File: src/rtl/pipe_hazard_ctrl_pkg.sv
// Shared definitions for the pipeline hazard controller: MDU op encodings,
// MDU sequencer state type and default operation latencies.
package pipe_pkg;

    localparam logic [1:0] MDU_NONE = 2'b00;
    localparam logic [1:0] MDU_MULT = 2'b01;
    localparam logic [1:0] MDU_DIV  = 2'b10;

    localparam int DEF_MULT_CYCLES = 5;
    localparam int DEF_DIV_CYCLES  = 10;

    typedef enum logic {
        IDLE = 1'b0,
        BUSY = 1'b1
    } mdu_state_e;

endpackage

File: src/rtl/pipe_hazard_ctrl_mdu_seq.sv
// MDU sequencer: tracks a multi-cycle mult/div with a down-counter and
// reports busy for exactly N cycles, pulsing done on the last one.
module mdu_seq
    import pipe_pkg::*;
#(
    parameter int MULT_CYCLES = DEF_MULT_CYCLES,
    parameter int DIV_CYCLES  = DEF_DIV_CYCLES
) (
    input  logic       clk,
    input  logic       reset,
    input  logic [1:0] ex_mdu_start,
    output logic       mdu_busy,
    output logic       mdu_done
);

    localparam int CW = $clog2(DIV_CYCLES + 1);
    localparam logic [CW-1:0] MULT_LOAD = CW'(MULT_CYCLES - 1);
    localparam logic [CW-1:0] DIV_LOAD  = CW'(DIV_CYCLES - 1);
    localparam logic [CW-1:0] CNT_ZERO  = {CW{1'b0}};
    localparam logic [CW-1:0] CNT_ONE   = CW'(1);

    mdu_state_e    state_r;
    mdu_state_e    state_s;
    logic [CW-1:0] cnt_r;
    logic [CW-1:0] cnt_s;

    // next-state and counter update; starts while BUSY are ignored
    always_comb begin
        state_s = state_r;
        cnt_s   = cnt_r;
        case (state_r)
            IDLE: begin
                if (ex_mdu_start == MDU_MULT) begin
                    state_s = BUSY;
                    cnt_s   = MULT_LOAD;
                end else if (ex_mdu_start == MDU_DIV) begin
                    state_s = BUSY;
                    cnt_s   = DIV_LOAD;
                end else begin
                    state_s = IDLE;
                    cnt_s   = CNT_ZERO;
                end
            end
            BUSY: begin
                if (cnt_r == CNT_ZERO) begin
                    state_s = IDLE;
                    cnt_s   = CNT_ZERO;
                end else begin
                    state_s = BUSY;
                    cnt_s   = cnt_r - CNT_ONE;
                end
            end
            default: begin
                state_s = IDLE;
                cnt_s   = CNT_ZERO;
            end
        endcase
    end

    // state and counter registers
    always_ff @(posedge clk) begin
        if (reset) begin
            state_r <= IDLE;
            cnt_r   <= CNT_ZERO;
        end else begin
            state_r <= state_s;
            cnt_r   <= cnt_s;
        end
    end

    assign mdu_busy = (state_r == BUSY);
    assign mdu_done = (state_r == BUSY) && (cnt_r == CNT_ZERO);

endmodule

File: src/rtl/pipe_hazard_ctrl.sv
// Central stall/flush controller: load-use and MDU-busy stalls, taken-branch
// IF/ID flush, and a saturating count of stalled cycles.
module pipe_hazard_ctrl
    import pipe_pkg::*;
#(
    parameter int MULT_CYCLES = DEF_MULT_CYCLES,
    parameter int DIV_CYCLES  = DEF_DIV_CYCLES,
    parameter int DELAY_SLOT  = 1,
    parameter int CNT_W       = 32
) (
    input  logic             clk,
    input  logic             reset,
    input  logic [4:0]       id_rs,
    input  logic [4:0]       id_rt,
    input  logic             id_rs_used,
    input  logic             id_rt_used,
    input  logic             id_mdu_use,
    input  logic             id_branch_taken,
    input  logic [4:0]       ex_rd,
    input  logic             ex_memread,
    input  logic [1:0]       ex_mdu_start,
    output logic             pc_en,
    output logic             ifid_en,
    output logic             ifid_flush,
    output logic             idex_flush,
    output logic             mdu_busy,
    output logic             mdu_done,
    output logic [CNT_W-1:0] stall_cnt
);

    localparam logic             FLUSH_ON_BRANCH = (DELAY_SLOT == 0) ? 1'b1 : 1'b0;
    localparam logic [CNT_W-1:0] CNT_MAX = {CNT_W{1'b1}};
    localparam logic [CNT_W-1:0] CNT_ONE = CNT_W'(1);

    logic             load_use_s;
    logic             mdu_stall_s;
    logic             stall_s;
    logic [CNT_W-1:0] stall_cnt_r;

    mdu_seq #(
        .MULT_CYCLES (MULT_CYCLES),
        .DIV_CYCLES  (DIV_CYCLES)
    ) u_mdu_seq (
        .clk          (clk),
        .reset        (reset),
        .ex_mdu_start (ex_mdu_start),
        .mdu_busy     (mdu_busy),
        .mdu_done     (mdu_done)
    );

    // $zero is never a real producer, so a load to r0 cannot create a hazard
    assign load_use_s  = ex_memread && (ex_rd != 5'd0) &&
                         ((id_rs_used && (id_rs == ex_rd)) ||
                          (id_rt_used && (id_rt == ex_rd)));
    assign mdu_stall_s = id_mdu_use && mdu_busy;
    assign stall_s     = load_use_s || mdu_stall_s;

    // pipeline controls; a stall overrides a branch flush so the branch re-resolves
    always_comb begin
        pc_en      = 1'b1;
        ifid_en    = 1'b1;
        ifid_flush = 1'b0;
        idex_flush = 1'b0;
        if (reset) begin
            pc_en      = 1'b1;
            ifid_en    = 1'b1;
            ifid_flush = 1'b0;
            idex_flush = 1'b0;
        end else begin
            pc_en      = ~stall_s;
            ifid_en    = ~stall_s;
            ifid_flush = id_branch_taken && ~stall_s && FLUSH_ON_BRANCH;
            idex_flush = stall_s;
        end
    end

    // saturating stalled-cycle counter
    always_ff @(posedge clk) begin
        if (reset) begin
            stall_cnt_r <= {CNT_W{1'b0}};
        end else if (stall_s && (stall_cnt_r != CNT_MAX)) begin
            stall_cnt_r <= stall_cnt_r + CNT_ONE;
        end else begin
            stall_cnt_r <= stall_cnt_r;
        end
    end

    assign stall_cnt = stall_cnt_r;

endmodule
File: config.mk
export PLATFORM = sky130hd
export DESIGN_NAME = pipe_hazard_ctrl
export DESIGN_NICKNAME = d
export VERILOG_FILES = /design/src/rtl/pipe_hazard_ctrl_pkg.sv /design/src/rtl/pipe_hazard_ctrl_mdu_seq.sv /design/src/rtl/pipe_hazard_ctrl.sv
export SDC_FILE = /design/constraint.sdc
export NUM_CORES = 1
export LEC_CHECK = 0
export ABC_AREA = 1
export BUFFER_PORTS_ARGS = -buffer_cell sky130_fd_sc_hd__buf_2
export CAP_MARGIN = 10
export CORE_MARGIN = 3
export CORE_UTILIZATION = 50
export DETAILED_ROUTE_END_ITERATION = 8
export PLACE_DENSITY = 0.82
export SLEW_MARGIN = 20
export SYNTH_ARGS = -nofsm -noshare
export SYNTH_HDL_FRONTEND = slang
export SYNTH_SLANG_ARGS = --single-unit
File: constraint.sdc
create_clock -name clk -period 1.99 [get_ports clk]
set_clock_uncertainty 0.1 [all_clocks]
set_input_delay 0.0995 -clock clk [delete_from_list [all_inputs] [get_ports clk]]
set_output_delay 0.0995 -clock clk [all_outputs]
set_load 0.02 [all_outputs]
==> metrics.md <==
| Metric | Value |
|---|---|
| Crit path time final | 1.86 ns |
| CTS buffer count | 5 |
| CP top delay family | simple AND/OR/NAND/NOR gates |
| Critical path peak fanout | 5 |
| Drt via density | 4.86 |
| Lkg Pwr | 0.00168 uW |
| Hold path depth | 5 |
| Reg-to-reg slack, setup | 0.13 ns |
| Antenna violations before repair | 0 |
| Min-Delay Endpoint | u_mdu_seq.mdu_busy |
| Post-Synth Simple-Gate Area | 0.477 |
| Setup violators final | 0 |
| Count of pins over their slew limit | 0 |
| Outcome | finished, final reports clean |
| Vias post-DR | 2756 |
| Commonest non-fill, non-tap cell in the layout | nand2_1 |
| CP max stage cell | dfxtp_2 |
| Clock transition at path regs | 0.08 ns |
| Post-DR wirelength/cell | 10.4 um |
| Post-Syn Instances | 441 |
| # DRC | 0 |
| Most frequent CP cell | nor2_1 |
| CP cell instances | ha_1 > nand2_1 > nor2_4 > nand2_4 > nor2_1 > nand3_1 > nor2_1 > nand3_1 > nand2_1 > nor2_1 |
| Final global-route overflow total | 0 |
| Seq/Total Area, Yosys | 0.284 |
| Pwr dens | 570 nW/um2 |
| Mux contribution to synthesized area | 0 |
| Synth Area in Compound Gates | 0.0709 |
| Fin. Hold Viols | 0 |
| Placer Congestion | 0.862 |
| # clock sinks | 37 |
| H-tree levels | 2 |
| Max Clk Rate | 0.536 GHz |
| Row Count | 25 |
| Hold WS | 0.0795 ns |
| FF-to-FF Start | stall_cnt[0] |
| HPWL after DPL | 4390 um |
| Post-layout util | 0.635 |
| Max incr delay on CP | 0.37 ns |
| Synth cell types | 28 |
| Worst hold start | ex_mdu_start[1] |
| Total GRT Usage | 0.202 |
| Die Span X | 78.3 um |
| Clock Latency Late Sink | 0.30 ns |
| Largest family of logic cells by synthesized area | simple AND/OR/NAND/NOR gates |
| HP Class | input port to register |
| Max Root-Sink Buffers | 2 |
| Critical path type | register to register |
| Max VDD drop | 0.396 mV |
| Root Buffer | clkbuf_8 |
| CTS tree | done |
| Final ANT Viol Nets | 0 |
| Critical Path Source Type | register |
| Final critical-path share of the clock period | 0.937 |
| Total wire length | 5910 um |
| Critical path endpoint category | register |
| Adder-Cell Fraction of Synth Area | 0.0192 |
| Post-Synth XOR/XNOR Area | 0.00671 |
| CP bufs+invs | 0 |
| PortBufs | 59 |
| FF-to-FF path depth | 10 |
| Maxcap violations | 0 |
| Seq cells post-synth | 37 |
| Number of global-route vias before repair | 2454 |
| Synthesized area per cell | 5.92 um2 |
| Crit path required time | 2.09 ns |
| Fill count | 460 |
| R2r endpoint | stall_cnt[30] |
| Core box area | 4880 um2 |
| Commonest non-fill, non-tap cells in the layout | 123 x nand2_1, 72 x nor2_1, 59 x buf_2 |
| # nets final | 527 |
| Synth Cell Area | 2610 um2 |
| Syn. warnings | 0 |
| Pin count of the biggest net entering global routing | 66 |
| Chip height | 78.3 um |
| Number of diodes | 0 |
| P&R area growth vs syn | 18.8% |
| WP data arrival | 1.97 ns |
| DR iter-0 viols | 139 |
| Final setup TNS | 0 ns |
| DRT Pass-1 Iters | 4 |
| IO Count | 62 |
| Layout cells sized above 1 | 0.232 |
| First-pass GRT wire length | 10200 um |
| RSZ-0062 raised after global routing | no |
| Synthesized Nets | 469 |
| Die ar. | 6120 um2 |
| Initial Utilization | 0.535 |
## worst register-to-register path, cell delays in order (launching register included)
cell     delay [ns]
dfxtp_2        0.37
ha_1           0.17
nand2_1        0.09
nor2_4         0.14
nand2_4        0.10
nor2_1         0.27
nand3_1        0.12
nor2_1         0.19
nand3_1        0.10
nand2_1        0.07
nor2_1         0.04
## sequential cells by signal (all words and copies together) (netlist names)
name / cells
stall_cnt: 32
u_mdu_seq.cnt_r: 4
u_mdu_seq.mdu_busy: 1
## cell families after synthesis
kind of cell	Yosys count
AO/OA/AOI/OAI	37
XOR/XNOR	2
adder cells (fa/ha/maj)	4
buffers and inverters	84
flip-flops	37
other	1
AND/OR/NAND/NOR	276
## timing repair
action / 4_1_cts / 5_1_grt
hold endpoints to repair: 4 / 0
buffers inserted: 0 / 1
hold buffers: 1 / 0
gates resized for setup: 0 / 2
endpoints found under the setup margin: 0 / 17
## layer usage
| layer | up-vias | GRT usage | part of all wire |
|---|---|---|---|
| li1 | 1474 | - | - |
| met1 | 1211 | 0.239 | 0.45 |
| met2 | 63 | 0.358 | 0.49 |
| met3 | 8 | 0.0401 | 0.048 |
| met4 | 0 | 0.0769 | 0.014 |
| met5 | - | 0 | 0 |
## worst max-delay path by stage
stage / startpoint / to / slack [ns] / cells after the start
6_report: stall_cnt[0] / stall_cnt[30] / 0.13 / 10
5_1_grt: stall_cnt[0] / stall_cnt[26] / 0.02 / 10
4_1_cts: stall_cnt[0] / stall_cnt[18] / 0.02 / 11
3_5_place_dp: stall_cnt[0] / stall_cnt[14] / 0.07 / 11
3_3_place_gp: stall_cnt[0] / stall_cnt[14] / 0.12 / 11
2_1_floorplan: stall_cnt[0] / stall_cnt[18] / 0.13 / 11
## synth_stat cells (all sizes together)
library cell | n | area, um2
nand2 | 137 | 552
ha | 4 | 50.1
inv | 69 | 259
nor2 | 79 | 348
xor2 | 2 | 17.5
nor3b | 1 | 7.51
buf | 13 | 100
conb | 1 | 3.75
nand3b | 1 | 7.51
a21oi | 35 | 175
nor3 | 6 | 30.0
clkbuf | 1 | 3.75
dfxtp | 37 | 741
nand3 | 49 | 283
o21ai | 2 | 10.0
nand4 | 2 | 12.5
clkinv | 1 | 3.75
and2 | 1 | 6.26
## cell type report
type | count | area (um2) | share of cell area
clock buffers | 5 | 68.8 | 0.0222
clock inverters | 3 | 68.8 | 0.0222
inverters | 70 | 263 | 0.0847
multi-input cells | 320 | 1510 | 0.485
flip-flops and latches | 37 | 743 | 0.240
well taps | 67 | 83.8 | 0.0270
repair buffers | 65 | 368 | 0.119
## power by group
part | total [uW] | switching [uW] | internal, uW
combinational | 207 | 131 | 76.1
clock | 800 | 295 | 505
sequential | 760 | 8.46 | 752
total | 1770 | 434 | 1330
## per-stage QoR
step / cells / power [uW] / area [um2] / setup slack, ns
2_1_floorplan: 441 / 929 / 2610 / 0.128
3_3_place_gp: 557 / 976 / 2940 / 0.118
3_5_place_dp: 557 / 983 / 2940 / 0.0698
4_1_cts: 566 / 1780 / 3090 / 0.0246
5_1_grt: 567 / 1840 / 3100 / 0.0173
6_report: 567 / 1770 / 3100 / 0.126
Note: power is estimated with default switching activity, not from simulation.
